===== src/rtl/cursor_pkg.sv =====
// Shared definitions for the cursor path: direction codes (also used by the
// joystick decoder), FSM state encoding and a code-validity helper.
package cursor_pkg;

    localparam logic [3:0] DIR_LEFT  = 4'b1000;
    localparam logic [3:0] DIR_RIGHT = 4'b0100;
    localparam logic [3:0] DIR_DOWN  = 4'b0010;
    localparam logic [3:0] DIR_UP    = 4'b0001;
    localparam logic [3:0] DIR_NONE  = 4'b0000;

    typedef enum logic [1:0] {
        ST_IDLE   = 2'd0,
        ST_HOLD   = 2'd1,
        ST_REPEAT = 2'd2
    } state_t;

    // Only the four one-hot codes are real presses; anything else reads as none.
    function automatic logic dir_valid(input logic [3:0] d);
        return (d == DIR_LEFT) || (d == DIR_RIGHT) || (d == DIR_DOWN) || (d == DIR_UP);
    endfunction

endpackage


===== src/rtl/cursor_step_controller_tick_gen.sv =====
// tick_gen: free-running strobe divider. tick is high for one clk out of
// every TICK_DIV; it is never restarted by anything but rst.
module tick_gen
    import cursor_pkg::*;
#(
    parameter int TICK_DIV = 100000
) (
    input  logic clk,
    input  logic rst,
    output logic tick
);

    localparam int            CW   = (TICK_DIV > 1) ? $clog2(TICK_DIV) : 1;
    localparam logic [CW-1:0] LAST = CW'(TICK_DIV - 1);

    logic [CW-1:0] div;

    // Divider counts 0..TICK_DIV-1 and rolls over.
    always_ff @(posedge clk) begin
        if (rst) begin
            div <= '0;
        end else if (div == LAST) begin
            div <= '0;
        end else begin
            div <= div + CW'(1);
        end
    end

    assign tick = (div == LAST);

endmodule


===== src/rtl/cursor_step_controller.sv =====
// cursor_step_controller: turns registered joystick direction codes into
// cursor steps with press / hold-delay / auto-repeat timing.
// Optional feature: define CURSOR_WRAP_EN to wrap at the grid edges instead of
// blocking the step.
// Handshake: none; directions is a level sampled every clk, step_pulse is a
// one-cycle strobe that accompanies every change of cur_x/cur_y.
// fsm_state exposes the internal state for observation only.
module cursor_step_controller
    import cursor_pkg::*;
#(
    parameter int TICK_DIV     = 100000,
    parameter int DELAY_TICKS  = 400,
    parameter int REPEAT_TICKS = 100,
    parameter int GRID_W       = 16,
    parameter int GRID_H       = 16,
    localparam int XW = $clog2(GRID_W),
    localparam int YW = $clog2(GRID_H)
) (
    input  logic          clk,
    input  logic          rst,
    input  logic [3:0]    directions,
    input  logic          enable,
    output logic [XW-1:0] cur_x,
    output logic [YW-1:0] cur_y,
    output logic          step_pulse,
    output logic [3:0]    step_dir,
    output state_t        fsm_state
);

`ifdef CURSOR_WRAP_EN
    localparam bit WRAP = 1'b1;
`else
    localparam bit WRAP = 1'b0;
`endif

    localparam int            MAXT        = (DELAY_TICKS > REPEAT_TICKS) ? DELAY_TICKS : REPEAT_TICKS;
    localparam int            CW          = $clog2(MAXT + 1);
    localparam logic [CW-1:0] DELAY_LAST  = CW'(DELAY_TICKS - 1);
    localparam logic [CW-1:0] REPEAT_LAST = CW'(REPEAT_TICKS - 1);
    localparam logic [XW-1:0] X_MAX       = XW'(GRID_W - 1);
    localparam logic [YW-1:0] Y_MAX       = YW'(GRID_H - 1);

    logic          tick;
    state_t        state, state_n;
    logic [3:0]    dir_q, held, held_n, code, step_code, sdir_n;
    logic [CW-1:0] cnt, cnt_n, last_cnt;
    logic [XW-1:0] x_n;
    logic [YW-1:0] y_n;
    logic          pulse_n, do_step, moved;

    tick_gen #(.TICK_DIV(TICK_DIV)) u_tick (
        .clk  (clk),
        .rst  (rst),
        .tick (tick)
    );

    // State, counters, captured input and cursor outputs.
    always_ff @(posedge clk) begin
        if (rst) begin
            state      <= ST_IDLE;
            cnt        <= '0;
            held       <= DIR_NONE;
            dir_q      <= DIR_NONE;
            cur_x      <= '0;
            cur_y      <= '0;
            step_pulse <= 1'b0;
            step_dir   <= DIR_NONE;
        end else begin
            state      <= state_n;
            cnt        <= cnt_n;
            held       <= held_n;
            dir_q      <= directions;
            cur_x      <= x_n;
            cur_y      <= y_n;
            step_pulse <= pulse_n;
            step_dir   <= sdir_n;
        end
    end

    // Next state, step decision and the position update it produces.
    always_comb begin
        state_n   = state;
        cnt_n     = cnt;
        held_n    = held;
        x_n       = cur_x;
        y_n       = cur_y;
        pulse_n   = 1'b0;
        sdir_n    = step_dir;
        do_step   = 1'b0;
        moved     = 1'b0;
        step_code = held;
        code      = dir_valid(dir_q) ? dir_q : DIR_NONE;
        last_cnt  = (state == ST_HOLD) ? DELAY_LAST : REPEAT_LAST;

        case (state)
            ST_IDLE: begin
                if (enable && code != DIR_NONE) begin
                    do_step   = 1'b1;
                    step_code = code;
                    held_n    = code;
                    cnt_n     = '0;
                    state_n   = ST_HOLD;
                end
            end
            ST_HOLD, ST_REPEAT: begin
                if (!enable || code == DIR_NONE) begin
                    state_n = ST_IDLE;
                    cnt_n   = '0;
                end else if (code != held) begin
                    // A different direction is a fresh press.
                    do_step   = 1'b1;
                    step_code = code;
                    held_n    = code;
                    cnt_n     = '0;
                    state_n   = ST_HOLD;
                end else if (tick) begin
                    if (cnt == last_cnt) begin
                        do_step = 1'b1;
                        cnt_n   = '0;
                        state_n = ST_REPEAT;
                    end else begin
                        cnt_n = cnt + CW'(1);
                    end
                end
            end
            default: begin
                state_n = ST_IDLE;
                cnt_n   = '0;
            end
        endcase

        if (do_step) begin
            case (step_code)
                DIR_LEFT: begin
                    if (cur_x != '0)  begin x_n = cur_x - XW'(1); moved = 1'b1; end
                    else if (WRAP)    begin x_n = X_MAX;          moved = 1'b1; end
                end
                DIR_RIGHT: begin
                    if (cur_x != X_MAX) begin x_n = cur_x + XW'(1); moved = 1'b1; end
                    else if (WRAP)      begin x_n = '0;             moved = 1'b1; end
                end
                DIR_UP: begin
                    if (cur_y != '0)  begin y_n = cur_y - YW'(1); moved = 1'b1; end
                    else if (WRAP)    begin y_n = Y_MAX;          moved = 1'b1; end
                end
                DIR_DOWN: begin
                    if (cur_y != Y_MAX) begin y_n = cur_y + YW'(1); moved = 1'b1; end
                    else if (WRAP)      begin y_n = '0;             moved = 1'b1; end
                end
                default: moved = 1'b0;
            endcase
            if (moved) begin
                pulse_n = 1'b1;
                sdir_n  = step_code;
            end
        end
    end

    assign fsm_state = state;

endmodule


===== config.mk =====
export PLATFORM = sky130hd
export DESIGN_NAME = cursor_step_controller
export DESIGN_NICKNAME = d
export VERILOG_FILES = /design/src/rtl/cursor_pkg.sv /design/src/rtl/cursor_step_controller_tick_gen.sv /design/src/rtl/cursor_step_controller.sv
export SDC_FILE = /design/constraint.sdc
export NUM_CORES = 1
export LEC_CHECK = 0
export CORE_MARGIN = 10
export CORE_UTILIZATION = 60
export CTS_BUF_LIST = sky130_fd_sc_hd__clkbuf_4 sky130_fd_sc_hd__clkbuf_8
export CTS_CLUSTER_DIAMETER = 80
export CTS_CLUSTER_SIZE = 20
export DETAILED_ROUTE_END_ITERATION = 6
export GPL_ROUTABILITY_DRIVEN = 0
export HOLD_SLACK_MARGIN = 0.03
export PLACE_DENSITY = 0.82
export REMOVE_ABC_BUFFERS = 1
export SYNTH_ARGS = -nofsm -noshare
export SYNTH_HDL_FRONTEND = slang
export SYNTH_SLANG_ARGS = --single-unit

===== constraint.sdc =====
create_clock -name clk -period 4.7 [get_ports clk]
set_clock_uncertainty 0.1 [all_clocks]
set_input_delay 0.94 -clock clk [delete_from_list [all_inputs] [get_ports clk]]
set_output_delay 0.94 -clock clk [all_outputs]
set_load 0.02 [all_outputs]

Word-level counts from Yosys, hierarchy flattened. Cells that the tools add are included.

Output and inout bits: 15. Flip-flop bits (word level): 49. Bits of input ports: 7.

Reduce and logical (&&, ||, !) cells: 21. Equal/unequal tests: 22. Bitwise gates (word level): 1. Add/subtract/negate cells: 6. Mux-type cells: 37.

Operators by type and width (number): 9-bit 2-to-1 mux (6); 4-bit 2-to-1 mux (8); 4-bit case mux with 2 select lines (3); 9-bit case mux with 2 select lines (1); 17-bit by 1-bit adder with 17-bit output (second input constant) (1); 17-bit == test (second input constant) (1); 4-bit inequality test (second input constant) (4); 4-bit nonzero test (3); 1-bit 2-to-1 mux (11); 2-bit 2-to-1 mux (5); 2-bit inequality test (second input constant) (5); 9-bit by 1-bit adder with 9-bit output (second input constant) (1); 9-bit == test (1); 4-bit by 1-bit adder with 4-bit output (second input constant) (2); 4-bit by 1-bit == test with 1-bit output (second input constant) (2); 4-bit by 2-bit == test with 1-bit output (second input constant) (2); 4-bit by 3-bit == test with 1-bit output (second input constant) (2); 4-bit == test (second input constant) (2); 4-bit AND reduction (2); 4-bit by 1-bit subtractor with 4-bit output (second input constant) (2); 2-bit OR reduction (3); 4-bit zero test (1); 1-bit logical OR (4); 4-bit inequality test (1); other kinds (12) (14).

Depth between registers and ports, before layout. Gate-level depths: netlist of run 1.

Word-level depth: 13. Depth in mapped cells: 16.

Cells and area by module. From an unflattened synthesis of run 1, not the netlist that was laid out.

Cell total of the unflattened synthesis: 330. Area total of the unflattened synthesis: 2855.2 µm².

By module, submodules not included: cursor_step_controller (times used 1, area an instance 2093.3 µm², cells an instance 244); tick_gen (times used 1, area an instance 762.0 µm², cells an instance 86).

Worst setup path before layout of run 1. OpenSTA, ideal clock, no wires.

Path kind: register to register. Start: register state[0], in the netlist fsm_state[0]. End: register cur_y[3]. Setup slack: 0.700 ns. Period minus slack after synthesis: 4.000 ns. Cell stages (with the launch flop): 17. Arrival time: 3.754 ns. Cells stage by stage: dfxtp_1 > inv_1 > ha_1 > clkbuf_1 > a21o_1 > a21oi_1 > a221oi_1 > a211oi_1 > or2_1 > buf_2 > or4_1 > ha_1 > a21o_1 > a21o_1 > nor2b_1 > a221oi_1 > o311ai_0.

Cells in the longest elaborated chain, start to end: 9. Elaborated cells between the ends (all ways): 19. Classes of those cells: 7 x eq/ne; 8 x mux; 4 x reduce/logical.

RTL lines: start, declared (line cursor_step_controller.sv:44) `state_t state, state_n;`; start signal, assigned (line cursor_step_controller.sv:69) `state <= state_n;`; 2-bit by 1-bit == test with 1-bit output (line cursor_step_controller.sv:93, cursor_step_controller.sv:95); 9-bit 2-to-1 mux (line cursor_step_controller.sv:93) `last_cnt = (state == ST_HOLD) ? DELAY_LAST : REPEAT_LAST;`; 9-bit == test (line cursor_step_controller.sv:117) `if (cnt == last_cnt) begin`; 1-bit 2-to-1 mux (line cursor_step_controller.sv:117); 1-bit 2-to-1 mux (line cursor_step_controller.sv:116) `end else if (tick) begin`; 1-bit 2-to-1 mux (line cursor_step_controller.sv:109) `end else if (code != held) begin`; 1-bit 2-to-1 mux (line cursor_step_controller.sv:106) `if (!enable || code == DIR_NONE) begin`; 1-bit case mux with 2 select lines (line cursor_step_controller.sv:95) `case (state)`; 4-bit AND reduction (no source line); end signal, assigned (line cursor_step_controller.sv:74) `cur_y <= y_n;`; end, declared (line cursor_step_controller.sv:24) `output logic [YW-1:0] cur_y,`.

Several ways; a longest one is shown, not always the timed one. A chain may end at the register's enable or synchronous reset.

Worst setup path in the final report of run 1.
Start: input port enable. End: register cur_y[3].

Cells in the longest elaborated chain, start to end: 7. Elaborated cells between the ends (all ways): 16. Classes of those cells: 4 x eq/ne; 7 x mux; 5 x reduce/logical.

RTL lines: start, declared (line cursor_step_controller.sv:22) `input logic enable,`; 1-bit zero test (line cursor_step_controller.sv:106); 1-bit logical OR (line cursor_step_controller.sv:106); 4-bit 2-to-1 mux (line cursor_step_controller.sv:106); 4-bit case mux with 2 select lines; 4-bit by 2-bit == test with 1-bit output or 4-bit by 1-bit == test with 1-bit output (tied branches) (line cursor_step_controller.sv:133) `case (step_code)`; 2-bit inequality test (no source line) or 2-bit nonzero test (tied branches); 4-bit AND reduction (no source line).

Several ways; a longest one is shown, not always the timed one.

==> impl_metrics.yaml, run 1 <==
pwr:
  report.power.total_w: 0.000946
  power.density_cell_area_mw_per_mm2: 300
  vdd_ir_drop_max_mv: 0.269
  leakage_nw: 1.19
routing:
  via_per_inst: 6.35
  routed_wire_length_per_instance_um: 16.3
  drt_iter0_drc: 239
  vias: 2539
  detail_route.drc_violations: 0
  antenna_violating_nets_post_route: 0
  routed_wl_mm: 6.53
  dr.pass1.iters: 5
critical_path:
  crit_path_end_kind: "flip-flop"
  timing.rr.end: "cur_y[3]"
  worst_path_most_repeated_cell: "sky130_fd_sc_hd__a21o_1"
  cp_data_required_time_ns: 4.78
  worst_path_dominant_cell_family: "compound AO/OA/AOI/OAI gates"
  cp_num_buf_inv: 2
  path_cells: "clkdlybuf4s50_1 > inv_1 > a211oi_2 > a21oi_1 > or3_4 > or4_1 > ha_1 > a21o_1 > a21o_1 > nor2b_1 > a221oi_1 > o311ai_0"
  critical_path_peak_fanout: 5
  max_stage_delay_ns: 0.59
  cpMaxStageDelayCell: "sky130_fd_sc_hd__or4_1"
  crit_arrival_ns: 4.40
  reg2reg_depth: 12
  r2r_setup_slack_ns: 0.49
  critPathKind: "input pin to flip-flop"
  path_depth: 12
  timing.critical_path.from_type: "input pin"
  launch_instance_of_the_worst_register_to_register_path: "dir_q[3]"
die:
  floorplan.die.height_um: 88.5
  floorplan.core_area_sq_mm: 0.00444
  design.die.area_sq_mm: 0.00782
  die_x_um: 88.5
  placementRows: 24
  start_util_pct: 63.3
  num_io_pins: 22
synthesis:
  synth.cell_area_sq_mm: 0.00281
  yosysUniqueCellTypes: 63
  postSynth.asyncResetShare_pct: 0
  synthesis.instances: 331
  synth_xor_area_share_pct: 7.17
  yosysWarnings: 0
  synth_mux_area_share_pct: 2.09
  synth-edff-count: 0
  main_combinational_cell_family_by_area_after_synthesis: "simple AND/OR/NAND/NOR gates"
  seq_total_area_yosys_pct: 34.9
  synth_simple_gate_area_share_pct: 30.8
  synth-seq-cells: 49
  synth_compound_area_share_pct: 16.1
  synth.avg_cell_area_sq_um: 8.49
  synth-main-ff-cell: "sky130_fd_sc_hd__dfxtp_1"
  synthAdderAreaFrac_pct: 5.43
global_routing:
  initial_antenna_violation_count: 0
  gr-total-overflow: 0
  first_global_vias: 2369
  grt_max_degree: 28
  global_route_wire_length_before_repair_mm: 11.1
  track_usage_pct: 17.6
hold_path:
  timing.hold.worst_endpoint: "u_tick.div[0]"
  hold_depth: 1
  hold_start: "u_tick.div[0]"
  hold_path_class: "flip-flop to flip-flop"
cts:
  cts_root_buffer: "sky130_fd_sc_hd__clkbuf_8"
  path_clk_slew_ns: 0.09
  post_cts.repair.setup_buffers: 0
  cts-buffers-inserted: 5
  clock_tree.htree_level_count: 2
  cts.hold.buffers_added: 0
  tritoncts_clock_tree: "done"
  clock_tree.buffer_depth: 2
  cts-resized-gates: 0
  clock_sink_count: 49
  clock_insertion_delay_worst_skew_ns: 0.31
timing:
  finalWorstPathRequiredPeriod_ns: 4.33
  worst_pin_slew_ns: 0.577
  setup_repair_after_global_routing_missed_its_margin: "false"
  finalSetupTns_ns: 0
  setup_viol_count_final: 0
  finalHoldViolations: 0
  fmax_mhz: 231
  worst_slew_margin_relative_to_its_limit_pct: 61.2
  final-max-slew-violation-count: 0
  min_period_over_period_pct: 92.1
placement:
  port-buffer-count: 21
  place.detailed.hpwl_mm: 4.68
flow_run:
  cap_viol_max_count: 0
finish:
  nets_final: 365
  drive_above_1_share_pct: 7.76
  diodes: 0
  area_growth_pct: 12.3
outcome:
  run_status: "complete, no violations"
==> Yosys cell counts, types with 2 or more instances <==
library cell               count  area [sq um]
sky130_fd_sc_hd__inv_1         8          30.0
sky130_fd_sc_hd__nor2_1       42           158
sky130_fd_sc_hd__nand2_1      22          82.6
sky130_fd_sc_hd__a221oi_1      3          26.3
sky130_fd_sc_hd__a21o_1        6          45.0
sky130_fd_sc_hd__or2_1         2          12.5
sky130_fd_sc_hd__nand4_1       8          50.1
sky130_fd_sc_hd__dfxtp_1      49           981
sky130_fd_sc_hd__or3_1        10          62.6
sky130_fd_sc_hd__nand3_1      12          60.1
sky130_fd_sc_hd__a31oi_1       2          12.5
sky130_fd_sc_hd__and4_1        3          26.3
sky130_fd_sc_hd__o21ai_0      14          70.1
sky130_fd_sc_hd__nor4bb_1      2          20.0
sky130_fd_sc_hd__nor3_1        7          35.0
sky130_fd_sc_hd__and3_1       10          62.6
sky130_fd_sc_hd__nor2b_1       6          37.5
sky130_fd_sc_hd__a211oi_1      3          22.5
sky130_fd_sc_hd__buf_2         3          15.0
sky130_fd_sc_hd__or2_2         4          25.0
sky130_fd_sc_hd__nand2b_1      2          12.5
sky130_fd_sc_hd__fa_1          2          40.0
sky130_fd_sc_hd__xor2_1       11          96.3
sky130_fd_sc_hd__clkbuf_1      9          33.8
sky130_fd_sc_hd__nand4b_1      3          26.3
sky130_fd_sc_hd__mux2i_1       3          30.0
sky130_fd_sc_hd__nor4_1        6          37.5
sky130_fd_sc_hd__a41o_1        4          40.0
sky130_fd_sc_hd__a21oi_1      17          85.1
sky130_fd_sc_hd__xnor2_1      12           105
sky130_fd_sc_hd__a32oi_1       2          17.5
sky130_fd_sc_hd__or4_1         5          37.5
sky130_fd_sc_hd__ha_1          9           113
==> logic make-up after synthesis <==
| kind of cell | Yosys count |
|---|---|
| compound gates | 65 |
| xor+xnor | 23 |
| fa+ha+maj | 11 |
| buf+inv | 22 |
| flops | 49 |
| mux | 5 |
| simple gates | 156 |
==> cell type report <==
type	instances	area [sq um]
multi-input combinational	260	1730
fill	364	1290
sequential	49	981
timing repair buffer	23	225
clock buffer	6	82.6
tap	52	65.1
clock inverter	2	41.3
inverter	8	30.0
==> state kept, by name, indices dropped and copies added, names as in the netlist <==
register and flops:
u_tick.div 17, held 4, cnt 9, step_pulse 1, cur_y 4, cur_x 4
fsm_state 2, dir_q 4, step_dir 4
==> layout by cell type, fill, tap and decap left out, drive strengths merged, types with 2 or more instances in the layout <==
| cell | instances |
|---|---|
| nand2b | 2 |
| o21ai | 15 |
| or2 | 6 |
| ha | 9 |
| or4b | 2 |
| xnor2 | 12 |
| xor2 | 11 |
| nor4bb | 2 |
| nor2 | 42 |
| nand2 | 22 |
| mux2i | 4 |
| or4 | 5 |
| dfxtp | 49 |
| fa | 2 |
| or3 | 11 |
| nand3 | 12 |
| a221oi | 3 |
| a41o | 4 |
| and4 | 4 |
| a21o | 6 |
| a21oi | 17 |
| a211oi | 4 |
| buf | 2 |
| nor4b | 2 |
| a32oi | 3 |
| nor2b | 6 |
| nand4b | 3 |
| and3 | 10 |
| clkdlybuf4s50 | 21 |
| a31oi | 2 |
| nor4 | 6 |
| clkbuf | 6 |
| nor3 | 8 |
| inv | 9 |
| nand4 | 8 |
==> layer usage <==
| metal | up-vias | share of wire, % | global-route usage (%) |
|---|---|---|---|
| met2 | 84 | 48 | 27.7 |
| met1 | 1193 | 44 | 22.6 |
| met3 | 13 | 6.5 | 5.15 |
| met4 | 0 | 1.7 | 5.43 |
| li1 | 1249 | - | - |
| met5 | - | 0 | 0 |
==> how the worst max path moves through the flow <==
| stage | from | end | slack (ns) |
|---|---|---|---|
| global placement | enable | cur_y[3] | 0.28 |
| CTS | enable | cur_y[3] | 0.41 |
| floorplan | fsm_state[0] | cur_y[3] | 0.85 |
| finish | enable | cur_y[3] | 0.37 |
| global route | enable | cur_y[3] | 0.25 |
| detailed placement | enable | cur_y[3] | 0.13 |
==> per-stage QoR <==
step	setup slack [ns]	cells	util, %	hold WS [ns]	cell area (sq um)
after detailed placement	0.133	392	68.3	0.347	3030
after floorplan	0.852	317	-	0.313	2740
after global placement	0.282	392	68.3	0.325	3030
final	0.373	400	71.1	0.359	3160
after CTS	0.408	400	71.1	0.360	3160
after global routing	0.253	400	71.1	0.384	3160
==> power breakdown <==
| part | internal [W] | switching (W) |
|---|---|---|
| registers | 0.000427 | 0.0000188 |
| clock network | 0.000177 | 0.000146 |
| logic | 0.0000719 | 0.000105 |
| total | 0.000676 | 0.000270 |
(Power assumes the default switching activity.)
==> run 2, diff against run 1 <==
CORE_MARGIN = 1.5   (was 10)
==> run 2 against run 1 <==
Compared with the run above: count of clock-buffer cells in the layout stayed put; routed wire length shrank 9.2%; total power decreased by 7.3%; core utilization shrank 0.62 points; largest power group unchanged; first-iteration DRC count down 18%; sequential power is essentially flat; via count fell by 1.2%; register-to-register slack is essentially flat; final area fell by 0.87%.
==> impl_metrics.yaml, run 2 (synthesized netlist as in run 1, its figures left out) <==
outcome:
  run_status: "complete, no violations"
critical_path:
  r2r_setup_slack_ns: 0.50
  cpMaxStageDelayCell: "sky130_fd_sc_hd__or4_1"
  reg2reg_depth: 12
  critPathKind: "input pin to flip-flop"
  critical_path_peak_fanout: 5
  cp_data_required_time_ns: 4.76
  crit_path_end_kind: "flip-flop"
  max_stage_delay_ns: 0.60
  crit_arrival_ns: 4.37
  timing.rr.end: "cur_y[3]"
  launch_instance_of_the_worst_register_to_register_path: "dir_q[3]"
  timing.critical_path.from_type: "input pin"
  worst_path_most_repeated_cell: "sky130_fd_sc_hd__a21o_1"
  path_cells: "clkdlybuf4s50_1 > inv_1 > a211oi_2 > a21oi_1 > or3_4 > or4_1 > ha_1 > a21o_1 > a21o_1 > nor2b_1 > a221oi_1 > o311ai_0"
cts:
  clock_sink_count: 49
  post_cts.repair.setup_buffers: 0
  tritoncts_clock_tree: "done"
  clock_insertion_delay_worst_skew_ns: 0.30
  cts-buffers-inserted: 5
  cts-resized-gates: 0
  path_clk_slew_ns: 0.09
  clock_tree.buffer_depth: 2
  clock_tree.htree_level_count: 2
  cts.hold.buffers_added: 0
  cts_root_buffer: "sky130_fd_sc_hd__clkbuf_8"
die:
  die_x_um: 71.5
  floorplan.die.height_um: 71.5
  design.die.area_sq_mm: 0.00511
  start_util_pct: 63.3
  num_io_pins: 22
  placementRows: 24
  floorplan.core_area_sq_mm: 0.00444
routing:
  routed_wire_length_per_instance_um: 14.8
  via_per_inst: 6.27
  routed_wl_mm: 5.92
  vias: 2508
  antenna_violating_nets_post_route: 0
  detail_route.drc_violations: 0
  dr.pass1.iters: 5
  drt_iter0_drc: 196
global_routing:
  gr-total-overflow: 0
  first_global_vias: 2250
  grt_max_degree: 28
  initial_antenna_violation_count: 0
  global_route_wire_length_before_repair_mm: 10.3
  track_usage_pct: 24.9
timing:
  finalWorstPathRequiredPeriod_ns: 4.31
  worst_slew_margin_relative_to_its_limit_pct: 64.4
  worst_pin_slew_ns: 0.530
  finalHoldViolations: 0
  min_period_over_period_pct: 91.6
  fmax_mhz: 232
  layout_setup_ws_ns: 0.393
  finalSetupTns_ns: 0
  final-max-slew-violation-count: 0
  setup_viol_count_final: 0
  setup_repair_after_global_routing_missed_its_margin: "false"
hold_path:
  hold_depth: 1
  hold_path_class: "flip-flop to flip-flop"
  hold_start: "u_tick.div[0]"
  timing.hold.worst_endpoint: "u_tick.div[0]"
finish:
  max_flop_register: "u_tick.div"
  register_area_sq_um: 981
  reg_top3: "u_tick.div (17), cnt (9)"
  fillCellCount: 377
  diodes: 0
  utilization_pct: 70.4
  area_growth_pct: 11.3
  drive_above_1_share_pct: 7.76
  multi_input_area_sq_mm: 0.00173
  largest_register_ffs: 17
  mostFrequentLayoutCell: "sky130_fd_sc_hd__dfxtp_1"
  nets_final: 365
  mostFrequentLayoutCells: "sky130_fd_sc_hd__dfxtp_1, sky130_fd_sc_hd__nor2_1, sky130_fd_sc_hd__nand2_1"
placement:
  port-buffer-count: 21
  dp_worst_setup_slack_ns: 0.123
  place.detailed.hpwl_mm: 4.36
flow_run:
  cap_viol_max_count: 0
pwr:
  vdd_ir_drop_max_mv: 0.246
  power.density_cell_area_mw_per_mm2: 280
  leakage_nw: 1.18
[run 2: layer usage]
metal	vias to the layer above	track usage [%]	part of all wire (%)
li1	1255	-	-
met1	1179	36.2	49
met2	69	38.2	45
met3	5	3.09	4.3
met4	0	8.81	1.2
met5	-	0	0
[run 2: cell type report]
| type | count | share of cell area (%) |
|---|---|---|
| Clock buffer | 6 | 2.64 |
| Clock inverter | 2 | 0.440 |
| Inverter | 8 | 0.959 |
| Multi-Input combinational cell | 260 | 55.4 |
| Sequential cell | 49 | 31.3 |
| Tap cell | 52 | 2.08 |
| Timing Repair Buffer | 23 | 7.19 |
[run 2: worst max path at each step]
stage	from	to	slack, ns	depth (start not counted)
floorplan	fsm_state[0]	cur_y[3]	0.85	14
global placement	enable	cur_y[3]	0.29	12
detailed placement	enable	cur_y[3]	0.12	12
CTS	enable	cur_y[3]	0.45	12
global route	enable	cur_y[3]	0.21	12
finish	enable	cur_y[3]	0.39	12
[run 2: worst max-delay path, delay by kind of cell]
kind / cells / cell delay (ns)
adders and majority gates: 1 / 0.31
and+or+nand+nor: 3 / 1.14
buffers and inverters: 2 / 0.65
AOI/OAI and AO/OA: 6 / 1.32
[run 2: metrics by stage]
| stage | total power (W) | cells | hold WS, ns | instance area (sq um) |
|---|---|---|---|---|
| floorplan | 0.000576 | 317 | 0.313 | 2740 |
| global placement | 0.000623 | 392 | 0.325 | 3030 |
| detailed placement | 0.000626 | 392 | 0.338 | 3030 |
| CTS | 0.000886 | 400 | 0.357 | 3130 |
| global route | 0.000926 | 400 | 0.371 | 3130 |
| finish | 0.000877 | 400 | 0.349 | 3130 |
[run 2: power breakdown]
group	switching, W	internal (W)	total [W]
logic	0.000101	0.0000718	0.000173
clock network	0.000139	0.000119	0.000259
registers	0.0000183	0.000427	0.000446
==> run 3, diff against run 2 <==
==> constraint.sdc (replaced) <==
create_clock -name clk -period 4.7 [get_ports clk]
set_clock_uncertainty 0.1 [all_clocks]
set_input_delay 0.705 -clock clk [delete_from_list [all_inputs] [get_ports clk]]
set_output_delay 0.705 -clock clk [all_outputs]
set_load 0.02 [all_outputs]
==> run 3 against run 2 <==
Compared with the run above: clock power is 5% lower; sequential share of layout area is 0.21 points higher; sequential power hardly changed; routed wire length is 1.2% lower; via count is 1.2% lower; register-to-register slack better by 0.12 ns; critical path type is now flip-flop to flip-flop; critical endpoint unchanged.
==> impl_metrics.yaml, run 3 (synthesized netlist as in run 1, its figures left out) <==
critical_path:
  cp_data_required_time_ns: 4.77
  critPathKind: "flip-flop to flip-flop"
  reg2reg_depth: 12
  crit_path_end_kind: "flip-flop"
  timing.critical_path.from_type: "flip-flop"
  crit_arrival_ns: 4.16
  critical_path_peak_fanout: 12
timing:
  fmax_mhz: 245
  setup_repair_after_global_routing_missed_its_margin: "false"
  finalHoldViolations: 0
  min_period_over_period_pct: 86.9
  worst_slew_margin_relative_to_its_limit_pct: 64.0
  setup_viol_count_final: 0
  final-max-slew-violation-count: 0
  finalWorstPathRequiredPeriod_ns: 4.08
  finalSetupTns_ns: 0
  worst_pin_slew_ns: 0.535
routing:
  antenna_violating_nets_post_route: 0
  via_per_inst: 6.23
  routed_wire_length_per_instance_um: 14.7
  dr.pass1.iters: 5
  routed_wl_mm: 5.85
  drt_iter0_drc: 160
  detail_route.drc_violations: 0
  vias: 2478
finish:
  area_growth_pct: 10.6
  drive_above_1_share_pct: 7.23
  fin_area_sq_mm: 0.00311
  max_flop_register: "u_tick.div"
  nets_final: 364
  reg_top3: "u_tick.div (17), cnt (9)"
  diodes: 0
  fillCellCount: 360
  largest_register_ffs: 17
  mostFrequentLayoutCell: "sky130_fd_sc_hd__dfxtp_1"
  mostFrequentLayoutCells: "sky130_fd_sc_hd__dfxtp_1, sky130_fd_sc_hd__nor2_1, sky130_fd_sc_hd__nand2_1"
flow_run:
  cap_viol_max_count: 0
cts:
  cts-resized-gates: 0
  cts-buffers-inserted: 5
  path_clk_slew_ns: 0.09
  clock_insertion_delay_worst_skew_ns: 0.31
  cts_root_buffer: "sky130_fd_sc_hd__clkbuf_8"
  clock_tree.buffer_depth: 2
  post_cts.repair.setup_buffers: 0
  tritoncts_clock_tree: "done"
  cts.hold.buffers_added: 0
  clock_tree.htree_level_count: 2
  clock_sink_count: 49
global_routing:
  initial_antenna_violation_count: 0
  gr-total-overflow: 0
  grt_max_degree: 28
  first_global_vias: 2225
  global_route_wire_length_before_repair_mm: 9.98
  track_usage_pct: 24.1
die:
  placementRows: 24
  floorplan.core_area_sq_mm: 0.00444
  floorplan.die.height_um: 71.5
  num_io_pins: 22
  die_x_um: 71.5
  start_util_pct: 63.3
  design.die.area_sq_mm: 0.00511
placement:
  port-buffer-count: 21
  post_dp_cell_area_sq_mm: 0.00303
  place.detailed.hpwl_mm: 4.29
hold_path:
  hold_path_class: "flip-flop to flip-flop"
  hold_depth: 1
pwr:
  leakage_nw: 1.17
  vdd_ir_drop_max_mv: 0.247
  power.density_cell_area_mw_per_mm2: 278
outcome:
  run_status: "complete, no violations"
## run 3: cell types whose count changed in the layout (fill, tap and decap cells not counted), sizes merged
cell,change
clkbuf,-1
inv,+1
clkinv,-1
buf,-1
## run 3: cell type report
cell class / count / area, sq um / share of cell area (%)
clock buffer: 5 / 68.8 / 2.21
clock inverter: 2 / 13.8 / 0.443
inverter: 8 / 30.0 / 0.966
multi-input combinational: 260 / 1730 / 55.7
sequential: 49 / 981 / 31.5
tap: 52 / 65.1 / 2.09
timing repair buffer: 22 / 218 / 7.00
## run 3: stage by stage
step | total power (W) | hold WS, ns | util [%] | setup slack [ns] | instances
2_1_floorplan | 0.000576 | 0.313 | - | 0.852 | 317
3_3_place_gp | 0.000621 | 0.324 | 68.1 | 0.515 | 391
3_5_place_dp | 0.000624 | 0.331 | 68.1 | 0.406 | 391
4_1_cts | 0.000867 | 0.349 | 70.0 | 0.629 | 398
5_1_grt | 0.000904 | 0.387 | 70.0 | 0.357 | 398
6_report | 0.000863 | 0.355 | 70.0 | 0.617 | 398
## run 3: worst max-delay path, cell delays in order, from the launching register on
cell and delay [ns]:
sky130_fd_sc_hd__dfxtp_1 0.59, sky130_fd_sc_hd__xnor2_1 0.14, sky130_fd_sc_hd__or3_1 0.41, sky130_fd_sc_hd__a211oi_2 0.34
sky130_fd_sc_hd__a21oi_1 0.14, sky130_fd_sc_hd__or3_4 0.41, sky130_fd_sc_hd__or4_1 0.59, sky130_fd_sc_hd__ha_1 0.30
sky130_fd_sc_hd__a21o_1 0.17, sky130_fd_sc_hd__a21o_1 0.20, sky130_fd_sc_hd__nor2b_1 0.13, sky130_fd_sc_hd__a221oi_1 0.26
sky130_fd_sc_hd__o311ai_0 0.15
## run 3: final timing paths
| path | slack [ns] | start | to |
|---|---|---|---|
| setup / recovery | 0.62 | dir_q[2] | cur_y[3] |
| hold / removal | 0.36 | u_tick.div[0] | u_tick.div[0] |
| setup reg to reg | 0.62 | dir_q[2] | cur_y[3] |
| hold reg to reg | 0.36 | u_tick.div[0] | u_tick.div[0] |
## run 3: per-layer routing
metal,vias up,track usage (%),wire length (um)
met5,-,0,0
met4,0,7.97,97
met3,8,3.80,289
met2,73,38.2,2610
met1,1154,33.9,2850
li1,1243,-,-
## run 3: power breakdown
| part | internal (W) | switching [W] | leakage (nW) |
|---|---|---|---|
| registers | 0.000427 | 0.0000178 | 0.397 |
| logic | 0.0000707 | 0.000100 | 0.725 |
| clock network | 0.000103 | 0.000144 | 0.0444 |
